--- config.mk ---
export PLATFORM = sky130hd
export DESIGN_NAME = bet_ledger_flat
export DESIGN_NICKNAME = d
export VERILOG_FILES = /design/src/rtl/bet_ledger_pkg.sv /design/src/rtl/bet_ledger_if.sv /design/src/rtl/bet_ledger_strobe_rise_detect.sv /design/src/rtl/bet_ledger.sv /design/src/flat_wrapper.sv
export SDC_FILE = /design/constraint.sdc
export NUM_CORES = 1
export LEC_CHECK = 0
export BUFFER_PORTS_ARGS = -buffer_cell sky130_fd_sc_hd__buf_2
export CAP_MARGIN = 20
export CORE_MARGIN = 1.5
export CORE_UTILIZATION = 47
export DETAILED_ROUTE_END_ITERATION = 16
export MAX_ROUTING_LAYER = met4
export PLACE_DENSITY = 0.74
export SLEW_MARGIN = 30
export SYNTH_ARGS = -nofsm -noshare
export SYNTH_HDL_FRONTEND = slang
export SYNTH_SLANG_ARGS = --single-unit
export TNS_END_PERCENT = 100
--- constraint.sdc ---
create_clock -name clock -period 2.35 [get_ports clock]
set_input_delay 0.235 -clock clock [delete_from_list [all_inputs] [get_ports clock]]
set_output_delay 0.235 -clock clock [all_outputs]
set_load 0.1 [all_outputs]
--- src/rtl/bet_ledger_pkg.sv ---
// Shared definitions for the bet ledger: round-state encodings, special opcodes
// and the slot-width helper.
package bet_pkg;

    typedef enum logic [1:0] {
        ST_OPEN = 2'd0,
        ST_SPIN = 2'd1,
        ST_HOLD = 2'd2
    } round_state_t;

    localparam logic [5:0] SPIN_OPCODE = 6'h3E;
    localparam logic [5:0] IDLE_OPCODE = 6'h3F;
    localparam logic [5:0] UNDO_OPCODE = 6'h3D;

    function automatic int slot_w(input int color_w, input int opcode_w);
        return color_w + opcode_w;
    endfunction

endpackage

--- src/rtl/bet_ledger_if.sv ---
// Keyboard/Arduino/processor side signals of the bet ledger, grouped with a
// master (stimulus/host) and slave (ledger) view.
interface bet_ledger_if #(
    parameter int MAX_BETS = 12,
    parameter int OPCODE_W = 6,
    parameter int COLOR_W  = 2
);
    localparam int SLOT_W = COLOR_W + OPCODE_W;
    localparam int CNT_W  = $clog2(MAX_BETS + 1);

    logic                       bet_strobe;
    logic [OPCODE_W-1:0]        bet_opcode;
    logic [2:0]                 chip_color;
    logic                       spin_done;
    logic                       round_clear;
    logic [MAX_BETS*SLOT_W-1:0] bets_flat;
    logic [CNT_W-1:0]           bet_count;
    logic                       full;
    logic                       spin_check;
    logic                       spin_start;
    logic                       reject;
    logic [1:0]                 round_state;

    modport master (
        output bet_strobe, bet_opcode, chip_color, spin_done, round_clear,
        input  bets_flat, bet_count, full, spin_check, spin_start, reject, round_state
    );

    modport slave (
        input  bet_strobe, bet_opcode, chip_color, spin_done, round_clear,
        output bets_flat, bet_count, full, spin_check, spin_start, reject, round_state
    );

endinterface

--- src/rtl/bet_ledger_strobe_rise_detect.sv ---
// Turns the keyboard data-ready level into a single-cycle event on its rising edge.
module strobe_rise_detect (
    input  logic clock,
    input  logic reset,
    input  logic strobe,
    output logic pulse
);
    logic prev;

    always_ff @(posedge clock) begin
        if (reset) prev <= 1'b0;
        else       prev <= strobe;
    end

    assign pulse = strobe & ~prev;

endmodule

--- src/rtl/bet_ledger.sv ---
// Bet capture ledger with OPEN/SPIN/HOLD round control.
// Optional macro BET_UNDO_EN: opcode 6'h3D removes the most recent bet while OPEN.
module bet_ledger #(
    parameter int                  MAX_BETS    = 12,
    parameter int                  OPCODE_W    = 6,
    parameter int                  COLOR_W     = 2,
    parameter logic [OPCODE_W-1:0] SPIN_OPCODE = OPCODE_W'(bet_pkg::SPIN_OPCODE),
    parameter logic [OPCODE_W-1:0] IDLE_OPCODE = OPCODE_W'(bet_pkg::IDLE_OPCODE)
) (
    input logic         clock,
    input logic         reset,
    bet_ledger_if.slave bus
);
    import bet_pkg::*;

    localparam int SLOT_W = slot_w(COLOR_W, OPCODE_W);
    localparam int CNT_W  = $clog2(MAX_BETS + 1);
    localparam logic [CNT_W-1:0]    FULL_COUNT = CNT_W'(MAX_BETS);
    localparam logic [OPCODE_W-1:0] UNDO_OP    = OPCODE_W'(UNDO_OPCODE);
`ifdef BET_UNDO_EN
    localparam bit UNDO_ENABLED = 1'b1;
`else
    localparam bit UNDO_ENABLED = 1'b0;
`endif

    logic [SLOT_W-1:0] slots [MAX_BETS];
    logic [CNT_W-1:0]  count;
    round_state_t      state;
    logic              spin_start_r;
    logic              reject_r;
    logic              ev;
    logic              is_full;
    logic              has_chip;
    logic [MAX_BETS*SLOT_W-1:0] flat;

    strobe_rise_detect u_rise (
        .clock  (clock),
        .reset  (reset),
        .strobe (bus.bet_strobe),
        .pulse  (ev)
    );

    assign is_full  = (count == FULL_COUNT);
    assign has_chip = (bus.chip_color != 3'b000);

    always_ff @(posedge clock) begin
        if (reset) begin
            state        <= ST_OPEN;
            count        <= '0;
            spin_start_r <= 1'b0;
            reject_r     <= 1'b0;
            for (int k = 0; k < MAX_BETS; k++) slots[k] <= '0;
        end else begin
            spin_start_r <= 1'b0;
            reject_r     <= 1'b0;
            unique case (state)
                ST_OPEN: begin
                    // A clear discards any event arriving in the same cycle.
                    if (bus.round_clear) begin
                        count <= '0;
                        for (int k = 0; k < MAX_BETS; k++) slots[k] <= '0;
                    end else if (ev) begin
                        if (bus.bet_opcode == IDLE_OPCODE) begin
                            // no key pressed: nothing to record or refuse
                        end else if (bus.bet_opcode == SPIN_OPCODE) begin
                            if (count != '0) begin
                                state        <= ST_SPIN;
                                spin_start_r <= 1'b1;
                            end else begin
                                reject_r <= 1'b1;
                            end
                        end else if (UNDO_ENABLED && bus.bet_opcode == UNDO_OP) begin
                            if (count != '0) begin
                                count <= count - 1'b1;
                                for (int k = 0; k < MAX_BETS; k++)
                                    if (CNT_W'(k) == count - 1'b1) slots[k] <= '0;
                            end else begin
                                reject_r <= 1'b1;
                            end
                        end else if (has_chip && !is_full) begin
                            count <= count + 1'b1;
                            for (int k = 0; k < MAX_BETS; k++)
                                if (CNT_W'(k) == count)
                                    slots[k] <= {bus.chip_color[COLOR_W-1:0], bus.bet_opcode};
                        end else begin
                            reject_r <= 1'b1;
                        end
                    end
                end
                ST_SPIN: begin
                    if (ev)            reject_r <= 1'b1;
                    if (bus.spin_done) state    <= ST_HOLD;
                end
                ST_HOLD: begin
                    if (ev) reject_r <= 1'b1;
                    if (bus.round_clear) begin
                        state <= ST_OPEN;
                        count <= '0;
                        for (int k = 0; k < MAX_BETS; k++) slots[k] <= '0;
                    end
                end
                default: state <= ST_OPEN;
            endcase
        end
    end

    always_comb begin
        flat = '0;
        for (int k = 0; k < MAX_BETS; k++) flat[k*SLOT_W +: SLOT_W] = slots[k];
    end

    assign bus.bets_flat   = flat;
    assign bus.bet_count   = count;
    assign bus.full        = is_full;
    assign bus.spin_check  = (state == ST_SPIN);
    assign bus.spin_start  = spin_start_r;
    assign bus.reject      = reject_r;
    assign bus.round_state = state;

endmodule

--- src/flat_wrapper.sv ---
// flat-port wrapper written by rule: the top's interface ports become plain ports
module bet_ledger_flat import bet_pkg::*;
#(
    parameter int                  MAX_BETS    = 12,
    parameter int                  OPCODE_W    = 6,
    parameter int                  COLOR_W     = 2,
    parameter logic [OPCODE_W-1:0] SPIN_OPCODE = OPCODE_W'(bet_pkg::SPIN_OPCODE),
    parameter logic [OPCODE_W-1:0] IDLE_OPCODE = OPCODE_W'(bet_pkg::IDLE_OPCODE)
)
  (clock, reset, bus_bet_strobe, bus_bet_opcode, bus_chip_color, bus_spin_done, bus_round_clear, bus_bets_flat, bus_bet_count, bus_full, bus_spin_check, bus_spin_start, bus_reject, bus_round_state);
  bet_ledger_if #(.MAX_BETS(MAX_BETS), .OPCODE_W(OPCODE_W), .COLOR_W(COLOR_W)) bus_i ();
  input logic clock;
  input logic reset;
  input wire logic [$bits(bus_i.bet_strobe)-1:0] bus_bet_strobe;
  input wire logic [$bits(bus_i.bet_opcode)-1:0] bus_bet_opcode;
  input wire logic [$bits(bus_i.chip_color)-1:0] bus_chip_color;
  input wire logic [$bits(bus_i.spin_done)-1:0] bus_spin_done;
  input wire logic [$bits(bus_i.round_clear)-1:0] bus_round_clear;
  output wire logic [$bits(bus_i.bets_flat)-1:0] bus_bets_flat;
  output wire logic [$bits(bus_i.bet_count)-1:0] bus_bet_count;
  output wire logic [$bits(bus_i.full)-1:0] bus_full;
  output wire logic [$bits(bus_i.spin_check)-1:0] bus_spin_check;
  output wire logic [$bits(bus_i.spin_start)-1:0] bus_spin_start;
  output wire logic [$bits(bus_i.reject)-1:0] bus_reject;
  output wire logic [$bits(bus_i.round_state)-1:0] bus_round_state;
  assign bus_i.bet_strobe = bus_bet_strobe;
  assign bus_i.bet_opcode = bus_bet_opcode;
  assign bus_i.chip_color = bus_chip_color;
  assign bus_i.spin_done = bus_spin_done;
  assign bus_i.round_clear = bus_round_clear;
  assign bus_bets_flat = bus_i.bets_flat;
  assign bus_bet_count = bus_i.bet_count;
  assign bus_full = bus_i.full;
  assign bus_spin_check = bus_i.spin_check;
  assign bus_spin_start = bus_i.spin_start;
  assign bus_reject = bus_i.reject;
  assign bus_round_state = bus_i.round_state;
  bet_ledger #(.MAX_BETS(MAX_BETS), .OPCODE_W(OPCODE_W), .COLOR_W(COLOR_W), .SPIN_OPCODE(SPIN_OPCODE), .IDLE_OPCODE(IDLE_OPCODE)) u_core (.clock(clock), .reset(reset), .bus(bus_i));
endmodule
==> out/results.tsv <==
stage	metric	value	unit
status	outcome	finished with violations	
status	violated checks	DRC	
layout	Layout Utilization	60.4	%
sta	setup violators final	0	
clock_network	Num CTS Buffers	9	
synth	YS warnings	0	
global_route	vias in the first global route	2889	
synth	ys async rst share	0	%
placed_design	placed cell areas	5160	um2
setup_path	Worst setup EP type	flop	
setup_path	Critical Path Max Stage Delay	0.44	ns
clock_network	H-tree depth	3	
layout	Area Growth Syn to Fin	23.4	%
floorplan	Die Y-Extent	98.8	um
route	DR DRC count	11	
min_path	worst min-delay path class	in2reg	
sta	Max Slew Vio Count	0	
power	total power	3.89	mW
setup_path	CP top delay family	simple AND/OR/NAND/NOR gates	
setup_path	CP bufs+invs	1	
power	Psw	1.32	mW
setup_path	critical path peak fanout	8	
synth	Post-Syn Nets	356	
power	combinational share of power	20.7	%
clock_network	post-CTS setup buffer count	0	
placed_design	HPWL Detailed	7.33	mm
global_route	GRT overflow	0	
floorplan	die area	9760	um2
power	VDD IR-drop max	0.000263	V
clock_network	cts repair resizes	0	
route	TritonRoute pass-1 iters	10	
route	final WL	9.91	mm
floorplan	initial core utilization	49.0	%
synth	top_reg_cell synth	edfxtp_1	
placed_design	Cells after DPL	559	
setup_path	Crit Path Class	reg2reg	
sta	relative slew slack	61.3	%
power	Internal	2.57	mW
setup_path	reg2reg path depth	6	
global_route	largest net degree at the start of global routing	19	
setup_path	crit path cell chain	inv_1, ha_1, nand2b_2, nor3_4, nand4_4, o21ai_2	
min_path	HP Start	bus_bet_strobe	
layout	n_diodes	0	
sta	shortest period the worst path allows	2.18	ns
layout	fin area	5320	um2
power	static leakage	2.27	nW
min_path	Hold EP	u_core.u_rise.prev$_SDFF_PP0_	
setup_path	reg2reg end	u_core.slots[3][7]$_SDFFCE_PP0P_	
setup_path	r2r setup slk	0.17	ns
synth	EDFF count, synth	96	
placed_design	gpl congestion	0.787	
sta	worst slew pin tran	0.580	ns
power	Reg power frac	54.7	%
global_route	first-pass GRT wire length	15.2	mm
layout	Fill cells	686	
synth	Yosys cell types	39	
sta	clk_skew	0.0107	ns
floorplan	core area	8810	um2
power	Clk network pwr share	24.6	%
clock_network	CTS tree	built	
floorplan	row count	34	
setup_path	CP max stage cell	o21ai_2	
route	met1 wire length	4.14	mm
sta	Worst Slack Setup Final	0.175	ns
route	routed len/inst	17.3	um
route	total number of vias	2976	
power	switching part of the total power	34.0	%
synth	post-synthesis sequential area ratio	71.0	%
synth	flops & latches, synth	105	
layout	fin cells	573	
power	pwr dens	731	nW/um2
min_path	hold path cells	2	
synth	Mean Syn Cell Area	12.9	um2
route	DR WL met2	4.89	mm
global_route	initial antenna violation count	0	
global_route	gr usage total	21.5	%
synth	Mapped Cells	334	
sta	Peak Freq	460	MHz
route	met3 WL post-DR	727	um
placed_design	PortBufs	119	
setup_path	Startpoint Class	flop	
synth	Post-Syn Area	4310	um2
job	max_cap viols	0	
route	Iter 0 DRT Violations	158	
sta	unrepaired setup endpoints after global routing	no	
clock_network	CTS hold repair buffers	0	
floorplan	die span in x	98.8	um
setup_path	WP data required	2.36	ns
setup_path	CP Data Arrival Time	2.19	ns
clock_network	clock buffer depth	2	
setup_path	RR Startpoint	u_core.bus.round_state[1]$_SDFFE_PP0P_	
layout	share of cells above drive strength 1	38.5	%
route	vias per std cell	5.19	
sta	Final Hold Vio Count	0	
route	Final ANT Viol Nets	0	
clock_network	Clock Latency Late Sink	0.36	ns
route	DR top layer	met4	
clock_network	CTS clk-pin slew, worst paths	0.09	ns
clock_network	Root Driver	clkbuf_8	
clock_network	CTS Sinks	105	
placed_design	pre-CTS WS	0.178	ns
layout	# nets final	484	
floorplan	number of placed I/O pins	120	
sta	crit share post-route	92.6	%
-- power groups by stage --
stage | combinational (mW) | sequential (mW) | clock [mW]
floorplan | 0.0915 | 2.75 | 0
global placement | 0.800 | 2.17 | 0
detailed placement | 0.805 | 2.17 | 0
CTS | 0.806 | 2.13 | 0.969
global route | 0.824 | 2.14 | 1.05
finish | 0.804 | 2.13 | 0.957
-- Yosys cell counts (2+ instances only) --
cell type	number	area share (%)
nor3b_1	2	0.35
o21ai_0	4	0.46
nand2_1	31	2.7
o21ai_1	7	0.81
mux2i_1	2	0.46
ha_1	8	2.3
nand4_1	3	0.44
o211ai_1	2	0.35
inv_1	10	0.87
nor3_1	5	0.58
edfxtp_1	96	67
and4_1	4	0.81
and2_1	9	1.3
nand2b_1	2	0.29
nor2b_1	5	0.73
nand3_1	5	0.58
a221oi_1	2	0.41
nand4_4	3	1.5
or3_1	2	0.29
dfxtp_1	9	4.2
buf_2	8	0.93
buf_1	3	0.26
and3_1	17	2.5
clkbuf_1	5	0.44
nor2_1	76	6.6
-- worst max-delay path by stage --
stage               cells after the start                                   start                           endpoint
floorplan                               6    u_core.bus.bet_count[0]$_SDFFE_PP0P_   u_core.slots[2][0]$_SDFFCE_PP0P_
global placement                        6  u_core.bus.round_state[0]$_SDFFE_PP0P_  u_core.slots[4][13]$_SDFFCE_PP0P_
detailed placement                      6  u_core.bus.round_state[1]$_SDFFE_PP0P_   u_core.slots[3][1]$_SDFFCE_PP0P_
CTS                                     6  u_core.bus.round_state[1]$_SDFFE_PP0P_   u_core.slots[3][1]$_SDFFCE_PP0P_
global route                            6  u_core.bus.round_state[1]$_SDFFE_PP0P_   u_core.slots[3][1]$_SDFFCE_PP0P_
finish                                  6  u_core.bus.round_state[1]$_SDFFE_PP0P_   u_core.slots[3][7]$_SDFFCE_PP0P_
-- placed cells by master, fill, tap and decap left out, types with 3 or more instances in the layout --
cell	Yosys	layout
and2_1	9	9
and3_1	17	16
and4_1	4	4
buf_2	8	119
buf_4	0	14
clkbuf_8	0	9
dfxtp_1	9	3
dfxtp_4	0	4
edfxtp_1	96	96
ha_1	8	7
inv_1	10	10
nand2_1	31	31
nand3_1	5	5
nand4_1	3	3
nand4_4	3	3
nor2_1	76	75
nor2b_1	5	5
nor3_1	5	5
o21ai_2	0	10
-- state kept, by name, indices dropped and copies added, names as in the netlist --
register / cells
u_core.slots: 96
u_core.bus.bet_count: 4
u_core.bus.round_state: 2
u_core.bus.reject: 1
u_core.bus.spin_start: 1
u_core.u_rise.prev: 1
-- logic make-up (layout without fill, tap and decap cells) --
kind of cell | count (synthesis) | count (layout) | share of synthesized area [%]
fa+ha+maj | 8 | 8 | 2.32
buf+inv | 26 | 157 | 2.50
compound gates | 20 | 20 | 2.96
mux | 2 | 2 | 0.464
simple gates | 173 | 173 | 20.7
flops | 105 | 105 | 71.0
-- final cells by class --
class,instances,area [um2],share of cell area [%]
well taps,108,135,2.54
inverters,10,37.5,0.706
flip-flops and latches,105,3080,57.9
clock buffers,9,124,2.33
clock inverters,5,33.8,0.635
repair buffers,133,701,13.2
multi-input cells,203,1210,22.7
-- stage by stage --
stage / hold WS (ns) / TNS [ns]
6_report: 0.0975 / 0
3_3_place_gp: 0.471 / 0
3_5_place_dp: 0.469 / 0
5_1_grt: 0.125 / 0
2_1_floorplan: 0.363 / -1.97
4_1_cts: 0.0809 / 0
-- worst reg2reg max path, cell delays in order (launching register included) --
cell and delay [ns]:
dfxtp_4 0.37, inv_1 0.10, ha_1 0.19, nand2b_2 0.11, nor3_4 0.37, nand4_4 0.24, o21ai_2 0.45
-- metal layers --
metal	up-vias	GRT usage (%)
met5	-	-
met4	0	10.9
met3	11	3.83
met2	123	32.7
met1	1403	28.1
li1	1439	-
Power figures use the tool's default switching activity.
